File: config.mk
export PLATFORM = sky130hd
export DESIGN_NAME = ps2_host_cmd_ctrl
export DESIGN_NICKNAME = d
export VERILOG_FILES = /design/src/rtl/ps2_host_cmd_ctrl.sv
export SDC_FILE = /design/constraint.sdc
export NUM_CORES = 1
export LEC_CHECK = 0
export BUFFER_PORTS_ARGS = -buffer_cell sky130_fd_sc_hd__buf_2
export CORE_ASPECT_RATIO = 0.5
export CORE_MARGIN = 3
export CORE_UTILIZATION = 52
export DETAILED_ROUTE_END_ITERATION = 8
export GPL_ROUTABILITY_DRIVEN = 1
export GPL_TIMING_DRIVEN = 0
export PLACE_DENSITY = 0.81
export SLEW_MARGIN = 20
export SYNTH_ARGS = -nofsm -noshare
export SYNTH_HDL_FRONTEND = slang
export SYNTH_SLANG_ARGS = --single-unit
File: constraint.sdc
create_clock -name clk -period 2 [get_ports clk]
set_clock_uncertainty 0.15 [all_clocks]
set_input_delay 0.2 -clock clk [delete_from_list [all_inputs] [get_ports clk]]
set_output_delay 0.2 -clock clk [all_outputs]
set_load 0.02 [all_outputs]
File: src/rtl/ps2_host_cmd_ctrl.sv
// Host-side PS/2 command sequencer: arbitrates keyboard-reset and LED requests,
// feeds command bytes to the transmitter and tracks the ACK/RESEND/BAT replies.
module ps2_host_cmd_ctrl #(
  parameter int ACK_TIMEOUT = 2_500_000,
  parameter int BAT_TIMEOUT = 25_000_000,
  parameter int MAX_RETRY   = 3
) (
  input  logic       clk,
  input  logic       reset,
  input  logic       rst_req,
  input  logic       led_req,
  input  logic [2:0] led_val,
  output logic       tx_valid,
  output logic [7:0] tx_data,
  input  logic       tx_ready,
  input  logic       rx_valid,
  input  logic [7:0] rx_data,
  output logic       rx_owned,
  output logic       busy,
  output logic       rst_done,
  output logic       led_done,
  output logic       err
);

  localparam int TMAX = (BAT_TIMEOUT > ACK_TIMEOUT) ? BAT_TIMEOUT : ACK_TIMEOUT;
  localparam int TW   = $clog2(TMAX + 1);
  localparam int RW   = $clog2(MAX_RETRY + 2);
  localparam logic [TW-1:0] ACK_T = TW'(ACK_TIMEOUT);
  localparam logic [TW-1:0] BAT_T = TW'(BAT_TIMEOUT);
  localparam logic [RW-1:0] MAX_R = RW'(MAX_RETRY);

  localparam logic [7:0] CMD_RESET = 8'hFF;
  localparam logic [7:0] CMD_LED   = 8'hED;
  localparam logic [7:0] RSP_ACK   = 8'hFA;
  localparam logic [7:0] RSP_RSND  = 8'hFE;
  localparam logic [7:0] RSP_BAT   = 8'hAA;
  localparam logic [7:0] RSP_BFAIL = 8'hFC;

  typedef enum logic [1:0] {IDLE, SEND, WAIT_ACK, WAIT_BAT} state_t;

  state_t          state_q, state_d;
  logic            rst_pend_q, rst_pend_d;
  logic            led_pend_q, led_pend_d;
  logic [2:0]      led_val_q, led_val_d;
  logic [2:0]      led_cur_q, led_cur_d;
  logic            cmd_led_q, cmd_led_d;
  logic            step_q, step_d;
  logic [7:0]      tx_data_q, tx_data_d;
  logic [RW-1:0]   retry_q, retry_d;
  logic [TW-1:0]   timer_q, timer_d;
  logic            err_q, err_d;
  logic            rst_done_q, rst_done_d;
  logic            led_done_q, led_done_d;
  logic            nak;

  always_ff @(posedge clk or posedge reset) begin
    if (reset) begin
      state_q    <= IDLE;
      rst_pend_q <= 1'b0;
      led_pend_q <= 1'b0;
      led_val_q  <= 3'b0;
      led_cur_q  <= 3'b0;
      cmd_led_q  <= 1'b0;
      step_q     <= 1'b0;
      tx_data_q  <= 8'h00;
      retry_q    <= '0;
      timer_q    <= '0;
      err_q      <= 1'b0;
      rst_done_q <= 1'b0;
      led_done_q <= 1'b0;
    end else begin
      state_q    <= state_d;
      rst_pend_q <= rst_pend_d;
      led_pend_q <= led_pend_d;
      led_val_q  <= led_val_d;
      led_cur_q  <= led_cur_d;
      cmd_led_q  <= cmd_led_d;
      step_q     <= step_d;
      tx_data_q  <= tx_data_d;
      retry_q    <= retry_d;
      timer_q    <= timer_d;
      err_q      <= err_d;
      rst_done_q <= rst_done_d;
      led_done_q <= led_done_d;
    end
  end

  always_comb begin
    state_d    = state_q;
    rst_pend_d = rst_pend_q | rst_req;
    led_pend_d = led_pend_q | led_req;
    led_val_d  = led_req ? led_val : led_val_q;
    led_cur_d  = led_cur_q;
    cmd_led_d  = cmd_led_q;
    step_d     = step_q;
    tx_data_d  = tx_data_q;
    retry_d    = retry_q;
    timer_d    = (&timer_q) ? timer_q : timer_q + 1'b1;
    err_d      = err_q;
    rst_done_d = 1'b0;
    led_done_d = 1'b0;
    nak        = 1'b0;

    case (state_q)
      IDLE: begin
        timer_d = '0;
        retry_d = '0;
        step_d  = 1'b0;
        if (rst_pend_q || rst_req) begin
          state_d    = SEND;
          cmd_led_d  = 1'b0;
          tx_data_d  = CMD_RESET;
          err_d      = 1'b0;
          rst_pend_d = 1'b0;
        end else if (led_pend_q || led_req) begin
          state_d    = SEND;
          cmd_led_d  = 1'b1;
          led_cur_d  = led_val_d;   // snapshot so later led_req cannot alter the in-flight byte
          tx_data_d  = CMD_LED;
          err_d      = 1'b0;
          led_pend_d = 1'b0;
        end
      end

      SEND: begin
        if (tx_ready) begin
          state_d = WAIT_ACK;
          timer_d = '0;
        end
      end

      WAIT_ACK: begin
        // A received byte in the expiry cycle wins; the saturated timer re-fires next cycle.
        if (rx_valid && rx_data == RSP_ACK) begin
          retry_d = '0;
          timer_d = '0;
          if (!cmd_led_q) begin
            state_d = WAIT_BAT;
          end else if (!step_q) begin
            step_d    = 1'b1;
            tx_data_d = {5'b0, led_cur_q};
            state_d   = SEND;
          end else begin
            state_d    = IDLE;
            led_done_d = 1'b1;
          end
        end else if (rx_valid) begin
          nak = (rx_data == RSP_RSND);
        end else begin
          nak = (timer_q >= ACK_T);
        end
        if (nak) begin
          if (retry_q < MAX_R) begin
            retry_d = retry_q + 1'b1;
            timer_d = '0;
            state_d = SEND;
          end else begin
            err_d   = 1'b1;
            state_d = IDLE;
          end
        end
      end

      WAIT_BAT: begin
        if (rx_valid) begin
          if (rx_data == RSP_BAT) begin
            rst_done_d = 1'b1;
            state_d    = IDLE;
          end else if (rx_data == RSP_BFAIL) begin
            err_d   = 1'b1;
            state_d = IDLE;
          end
        end else if (timer_q >= BAT_T) begin
          err_d   = 1'b1;
          state_d = IDLE;
        end
      end

      default: state_d = IDLE;
    endcase
  end

  assign tx_valid = (state_q == SEND);
  assign tx_data  = tx_data_q;
  assign busy     = (state_q != IDLE);
  assign rx_owned = busy;   // SEND is always the first non-idle state, so ownership matches busy
  assign rst_done = rst_done_q;
  assign led_done = led_done_q;
  assign err      = err_q;

endmodule

## Word-level counts from Yosys, hierarchy flattened

Cells that the tools add are included.

- Word-level logic and storage cells: 114
- ROM bits: 0
- Register bits: 51
- Memories kept: 0
- Latch bits: 0
- Input port bits: 17
- Output and inout bits: 14
- Memory bits (writable): 0

- Multiply operators: 0
- Reduce and logical (&&, ||, !) cells: 15
- Bitwise gates (word level): 3
- Muxes and demuxes: 59
- Shift-type cells: 0
- Div/mod/pow operators: 0
- Magnitude comparators: 3
- Add/sub/neg operators: 2
- Equality and inequality tests: 19

Operators by type and width:

| kind | number |
|---|---|
| $mux W25 | 5 |
| $pmux W25 S3 | 1 |
| $mux W8 | 5 |
| $eq A8 B8 Y1 const B | 4 |
| $mux W1 | 29 |
| $add A25 B1 Y25 const B | 1 |
| $ge A25 B22 Y1 const B | 1 |
| $ge A25 B25 Y1 const B | 1 |
| $reduce_and A25 Y1 | 1 |
| $mux W2 | 10 |
| $pmux W8 S2 | 1 |
| $ne A3 B3 Y1 const B | 5 |
| $mux W3 | 4 |
| $ne A2 B2 Y1 const B | 5 |
| $reduce_and A5 Y1 | 2 |
| $pmux W2 S4 | 1 |
| $reduce_and A7 Y1 | 1 |
| $pmux W3 S2 | 1 |
| $reduce_and A3 Y1 | 2 |
| $reduce_bool A2 Y1 | 3 |
| $eq A2 B2 Y1 const B | 2 |
| $ne A4 B4 Y1 const B | 1 |
| $add A3 B1 Y3 const B | 1 |
| $lt A3 B2 Y1 const B | 1 |
| 11 further kinds | 13 |

## Logic depth before layout (Yosys ltp)

Gate-level depths: netlist of run 1.

- Depth in word-level cells: 6
- Mapped depth: 8
- Depth with buffers taken out: 7

## Worst setup path after synthesis of run 1

OpenSTA, ideal clock, no wires.

- Kind: register to register
- Start point: reg timer_q[14]
- End point: reg timer_q[4]
- Required time: 1.730 ns
- Arrival: 1.779 ns
- Setup slack: -0.049 ns
- Period minus slack after synthesis: 2.049 ns
- Library setup time: 0.120 ns
- Buffers on the path: 2
- Cell stages (with the launch flop): 9
- Cells stage by stage: dfrtp_1 -> buf_6 -> and4bb_1 -> o211a_1 -> o221ai_2 -> a211o_1 -> a21oi_4 -> buf_6 -> nor2_1

- Longest elaborated chain between the ends: 6
- Elaborated cells between the ends (all ways): 11
- Classes of those cells: order compare: 1; mux: 9; reduce/logical: 1

RTL lines:

| what | line | RTL |
|---|---|---|
| from (decl) | 50 | `logic [TW-1:0] timer_q, timer_d;` |
| from (signal assigned) | 81 | `timer_q <= timer_d;` |
| $ge A25 B22 Y1 or $reduce_and A25 Y1 (tied branches) | 150, 98 |  |
| $mux W1 or $mux W25 (tied branches) | 147, 98 |  |
| $mux W1 or $mux W25 (tied branches) | 134 | `if (rx_valid && rx_data == RSP_ACK) begin` |
| $mux W1 or $mux W25 (tied branches) | 104, 153 |  |
| $mux W25 | 152 | `if (nak) begin` |
| $pmux W25 S3 * | 104 | `case (state_q)` |
| net timer_d[4] | 50 |  |

The timed path passes the listed nets; every way through them passes the cells marked *. The select of a mux whose other input is x is not followed.
A chain may end at the register's enable or synchronous reset.

## Final worst setup path of run 1

- Start point: reg timer_q[11]
- End point: reg timer_q[23]

- Longest elaborated chain between the ends: 6
- Elaborated cells between the ends (all ways): 12
- Classes of those cells: add/sub: 1; order compare: 1; mux: 9; reduce/logical: 1

RTL lines:

| what | line | RTL |
|---|---|---|
| $add A25 B1 Y25, or another cell as far along | 98 | `timer_d = (&timer_q) ? timer_q : timer_q + 1'b1;` |
| $mux W25 or $mux W1 (tied branches) | 98, 147 |  |
| $mux W25 or $mux W1 (tied branches) | 134 |  |
| $mux W25 or $mux W1 (tied branches) | 153, 104 |  |
| $mux W25 | 152 |  |
| $pmux W25 S3 * | 104 |  |
| net timer_d[23] | 50 |  |

Marks and branches as above.

==> flow_summary.yaml, run 1 <==
worst_setup_path:
  cp.arrival_ns: 2.23
  crit_required_ns: 2.05
  path_cells: "and4bb_2 -> o211a_4 -> o221ai_4 -> a211o_1 -> a21oi_4 -> buf_4 -> nor2_1"
  crit_type: "reg -> reg"
  crit_family: "compound AO/OA/AOI/OAI gates"
  cp_slowest_cell: "dfrtp_2"
  cp_max_fo: 5
  cp-start-kind: "flip-flop"
  critPathCaptureType: "flip-flop"
  cp.buffers_inverters: 1
  slowest_delay_ns: 0.48
logic_synthesis:
  synth_fp_nets: 300
  synth-xor-area-share_pct: 7.06
  synth_compound_area_share_pct: 12.1
  synthSimpleGateAreaFrac_pct: 24.9
  syn_area_um2: 2600
  synthAdderAreaFrac_pct: 1.44
  yosysTopAreaCellShare_pct: 46.1
  netlist_top_cells_area: "dfrtp_1 46%, nor2_1 6.3%, nand2_1 4.0%"
  ys_seq_area_share_pct: 46.1
  muxShareOfSynthArea_pct: 3.36
  async_reset_ff_share_pct: 100
  synth_area_per_cell_um2: 9.30
  syn_inst: 280
  ys_seq_elements: 48
  yosysWarnings: 0
  synth_cell_types: 45
  post-synth-top-area-cell: "dfrtp_1"
  synth_top_family_by_area: "simple AND/OR/NAND/NOR gates"
  synth-edff-count: 0
  synthFlopType: "dfrtp_1"
die:
  die_h_um: 56.1
  dieArea_um2: 5950
  rows: 17
  initial_utilization_pct: 56.4
  core_area_um2: 4620
  die_w_um: 106
  ioPinCount: 31
run_status:
  status: "finished, violations left"
  violations: "negative setup slack"
layout:
  diodes: 0
  drive_above_1_share_pct: 31.8
  final_cell_mix: "39 x dfrtp_1, 35 x nor2_1, 31 x buf_2"
  final_common_cell: "dfrtp_1"
  area_growth_pct: 25.6
  num-nets-final: 355
  finalCoreUtilization_pct: 70.9
  fin_cells: 402
  stdcell_area_um2: 3270
routing:
  ant_nets: 0
  routed_wirelength_um: 6630
  dr_total_vias: 2377
  wl_met1_um: 2600
  dr.pass1.iters: 5
  met3WireLength_um: 471
  topRoutingLayerUsed: "met4"
  drc_errors: 0
  first_iter_violations: 295
  via_per_inst: 5.91
  wl_met2_um: 3340
  wl_per_cell_um: 16.5
timing:
  rsz0062_at_grt: "yes"
  hold_violations: 0
  max_freq_mhz: 459
  period_minus_slack_ns: 2.18
  tightest_slew_ns: 0.821
  slew_headroom_pct: 44.8
  hold_ws_ns: 0.0111
  final_max_slew_viol_count: 0
  finalSetupViolCount: 30
  setup_slack_ns: -0.178
  finalCritPeriodShare_pct: 109
  setup_tns_ns: -4.20
placement:
  port_buffers: 30
  place_area_um2: 2870
  dp_hpwl_um: 4170
  globalplace.congestion: 0.839
  place_ws_ns: -0.354
  dp_cells: 377
cts:
  cts_tree: "built"
  root_buffer: "clkbuf_8"
  cts_htree_levels: 2
  numCtsBuffers: 5
  clock_tree.buffer_depth: 2
  path_clk_slew_ns: 0.10
  numClockSinks: 48
  insertion_delay_ns: 0.31
power_and_ir_drop:
  irDropWorstVdd_uv: 613
  pwr-share-clk_pct: 18.7
  p_comb_share_pct: 43.1
  seq_power_share_pct: 38.2
  p_sw_mw: 1.34
  powerDensity_nw_per_um2: 1030
  p_total_mw: 3.36
  swShare_pct: 39.9
  p_int_mw: 2.02
  leakage_nw: 1.47
global_routing:
  grt_max_degree: 32
  grt_pass1_wl_um: 10700
  grt_pass1_vias: 2321
  antenna_found_initial: 0
  grt.total_usage_pct: 22.2
  globalRouteOverflowTotal: 0
run:
  cap_violations: 0
hold_path:
  hold_path.class: "in -> reg"
worst paths after layout:
| path | start | to | slack, ns | cells after the start |
|---|---|---|---|---|
| max | timer_q[11] | timer_q[23] | -0.18 | 7 |
| min | led_val[0] | led_val_q[0] | 0.01 | 2 |
| max reg2reg | timer_q[11] | timer_q[23] | -0.18 | 7 |
| min reg2reg | tx_data[0] | tx_data[0] | 0.32 | 2 |
| max in group asynchronous | reset | timer_q[9] | 0.91 | 4 |
| min in group asynchronous | reset | state_q[1] | 0.28 | 3 |
worst reg2reg max path, delay by kind of cell, from the launching register on:
kind            cells  cell delay (ns)
simple gates        2             0.39
buf+inv             1             0.21
flops               1             0.48
compound gates      4             0.86
final cells by class:
| cell class | count | area (um^2) |
|---|---|---|
| buffer | 10 | 75.1 |
| clock buffer | 6 | 82.6 |
| sequential | 48 | 1210 |
| clock inverter | 2 | 15.0 |
| tap | 66 | 82.6 |
| inverter | 12 | 45.0 |
| timing repair buffer | 50 | 335 |
| multi-input combinational | 208 | 1420 |
| fill | 318 | 1340 |
routing by layer:
metal | track usage [%] | up-vias
met5 | 0 | -
met4 | 7.01 | 0
met3 | 5.68 | 31
met2 | 39.4 | 128
met1 | 26.7 | 1136
li1 | - | 1082
registers in the layout, summed over array words and instances, names as in the netlist, 2 cells and up:
register	cells
led_cur_q	3
tx_data	5
led_val_q	3
timer_q	25
retry_q	3
state_q	2
Yosys cell counts (4+ instances only):
master,number
a21oi_1,9
nor3_1,6
o21ai_0,16
xnor2_1,12
a21o_1,4
nand3_1,15
inv_1,12
buf_4,5
mux2_2,6
dfrtp_1,48
and3_1,8
nand2_1,28
nand4_1,7
nor2_1,44
xor2_1,9
nor4_1,6
power groups by stage:
stage / sequential, mW / clock [mW] / combinational (mW)
after global placement: 1.28 / 0 / 1.23
after detailed placement: 1.29 / 0 / 1.28
final: 1.28 / 0.627 / 1.45
after CTS: 1.27 / 0.630 / 1.39
after floorplan: 1.34 / 0 / 0.858
after global routing: 1.31 / 0.676 / 1.57
what timing repair did:
item	4_1_cts	5_1_grt
hold endpoints to repair	19	0
gates resized for setup	16	31
setup endpoints to repair	28	37
buffers inserted	11	4
pin swaps	4	4
gates cloned	1	0
hold buffers	3	0
cell families after synthesis:
| logic type | count (synthesis) |
|---|---|
| fa+ha+maj | 3 |
| mux | 8 |
| buf+inv | 24 |
| flops | 48 |
| xor+xnor | 21 |
| simple gates | 131 |
| compound gates | 45 |
No activity file was read; power rests on OpenSTA's default activity.
==> run 2, diff against run 1 <==
Clock period 2 ns to 1.8 ns, I/O delays scaled along.
==> run 2 against run 1 <==
Total power increased by 30%. Non-clock buffer count increased by 10. Core utilization increased by 6.5 points. Hold slack improved by 0.028 ns. Clock power increased by 29%. Critical path depth decreased by 1. Design area increased by 9.1%. Global-route usage decreased by 0.39 points. The run still ends with negative setup slack left. Maximum frequency decreased by 2.8%. Setup slack got worse by 0.26 ns. Count of clock-buffer cells in the layout decreased by 1. Die area unchanged.
==> flow_summary.yaml, run 2 (synthesis results as in run 1) <==
run_status:
  status: "finished, violations left"
  violations: "negative setup slack"
worst_setup_path:
  cp-start-kind: "flip-flop"
  slowest_delay_ns: 0.59
  cp_max_fo: 7
  crit_type: "reg -> reg"
  crit_required_ns: 1.85
  cp_slowest_cell: "dfrtp_1"
  cp-startpoint: "timer_q[15]"
  cp.arrival_ns: 2.28
  critPathCaptureType: "flip-flop"
  path_cells: "nand3_1 -> nor2_2 -> a41oi_4 -> buf_4 -> xnor2_1 -> nor2_4"
  r2r_start: "timer_q[15]"
routing:
  routed_wirelength_um: 8470
  first_iter_violations: 295
  dr.pass1.iters: 5
  dr_total_vias: 2664
  via_per_inst: 6.47
  wl_per_cell_um: 20.6
  ant_nets: 0
  drc_errors: 0
cts:
  path_clk_slew_ns: 0.09
  numClockSinks: 48
  cts_tree: "built"
  root_buffer: "clkbuf_8"
  insertion_delay_ns: 0.31
  numCtsBuffers: 5
  clock_tree.buffer_depth: 2
  cts_htree_levels: 2
layout:
  largest_reg_flops: 25
  regMostFlops: "timer_q"
  diodes: 0
  area_growth_pct: 37.0
  final_cell_mix: "40 x dfrtp_1, 32 x buf_2, 26 x nand2_1"
  drive_above_1_share_pct: 42.8
  fin_cells: 412
  num-nets-final: 365
  final_common_cell: "dfrtp_1"
timing:
  finalSetupViolCount: 31
  setup_tns_ns: -11.10
  max_freq_mhz: 446
  setup_slack_ns: -0.440
  hold_violations: 0
  final_max_slew_viol_count: 0
  slew_headroom_pct: 53.0
  finalCritPeriodShare_pct: 124
  period_minus_slack_ns: 2.24
  tightest_slew_ns: 0.699
  rsz0062_at_grt: "yes"
die:
  ioPinCount: 31
  initial_utilization_pct: 56.4
  dieArea_um2: 5950
  core_area_um2: 4620
  die_w_um: 106
  rows: 17
  die_h_um: 56.1
placement:
  dp_cells: 377
  globalplace.congestion: 0.828
  place_ws_ns: -0.555
  dp_hpwl_um: 3960
  port_buffers: 30
hold_path:
  hold_path.class: "in -> reg"
  min-delay-start: "rx_data[4]"
global_routing:
  grt_pass1_wl_um: 10400
  grt_pass1_vias: 2259
  globalRouteOverflowTotal: 0
  antenna_found_initial: 0
  grt.total_usage_pct: 21.9
  grt_max_degree: 35
power_and_ir_drop:
  seq_power_share_pct: 33.1
  swShare_pct: 40.3
  pwr-share-clk_pct: 18.5
  p_comb_share_pct: 48.4
  leakage_nw: 1.57
  p_total_mw: 4.38
  irDropWorstVdd_uv: 740
  p_int_mw: 2.61
  p_sw_mw: 1.76
  powerDensity_nw_per_um2: 1230
run:
  cap_violations: 0
[run 2: path summary, 6_finish.rpt]
kind                       slack [ns]  cells past startpoint           to
max                             -0.44                      6  timer_q[11]
min                              0.04                      3     rst_done
max reg2reg                     -0.44                      6  timer_q[11]
min reg2reg                      0.32                      2   tx_data[0]
max in group asynchronous        0.77                      4   state_q[1]
min in group asynchronous        0.23                      3   timer_q[2]
[run 2: power groups by stage]
stage / sequential, mW / combinational [mW] / clock [mW]
CTS: 1.43 / 1.72 / 0.798
finish: 1.45 / 2.12 / 0.811
global placement: 1.43 / 1.37 / 0
detailed placement: 1.44 / 1.41 / 0
global route: 1.48 / 2.26 / 0.859
floorplan: 1.49 / 0.955 / 0
[run 2: routing by layer]
metal	vias up	part of all wire, %	routed length [um]	GRT usage [%]
met4	0	7.1	602	9.04
met3	73	8.7	740	4.17
met5	-	0	0	0
li1	1109	-	-	-
met1	1272	37	3100	25.0
met2	210	47	4020	40.3
[run 2: repair_timing]
item	4_1_cts	5_1_grt
buffers inserted	10	11
gates cloned	1	1
setup endpoints to repair	40	42
gates resized for setup	35	62
pin swaps	9	20
endpoints found under the hold margin	18	0
hold buffers	6	0
[run 2: area by class of cell]
cell class | count | area, um^2
multi-input cells | 208 | 1570
flip-flops and latches | 48 | 1210
fillers | 245 | 1050
repair buffers | 60 | 463
plain buffers | 10 | 88.8
well taps | 66 | 82.6
clock buffers | 5 | 68.8
inverters | 12 | 45.0
clock inverters | 3 | 42.5
[run 2: critical path, delay by kind of cell, from the launching register on]
family                 cells  cell delay, ns
AO/OA/AOI/OAI              1            0.24
AND/OR/NAND/NOR            3            0.64
XOR/XNOR                   1            0.30
flip-flops                 1            0.59
buffers and inverters      1            0.21
[run 2: per-stage QoR]
stage / util (%) / hold slack, ns / area (um^2)
after detailed placement: 62.3 / 0.0103 / 2880
after global routing: 77.3 / 0.0515 / 3570
after floorplan: - / 0.167 / 2620
after CTS: 70.5 / 0.00280 / 3260
final: 77.3 / 0.0388 / 3570
after global placement: 61.9 / 0.280 / 2860
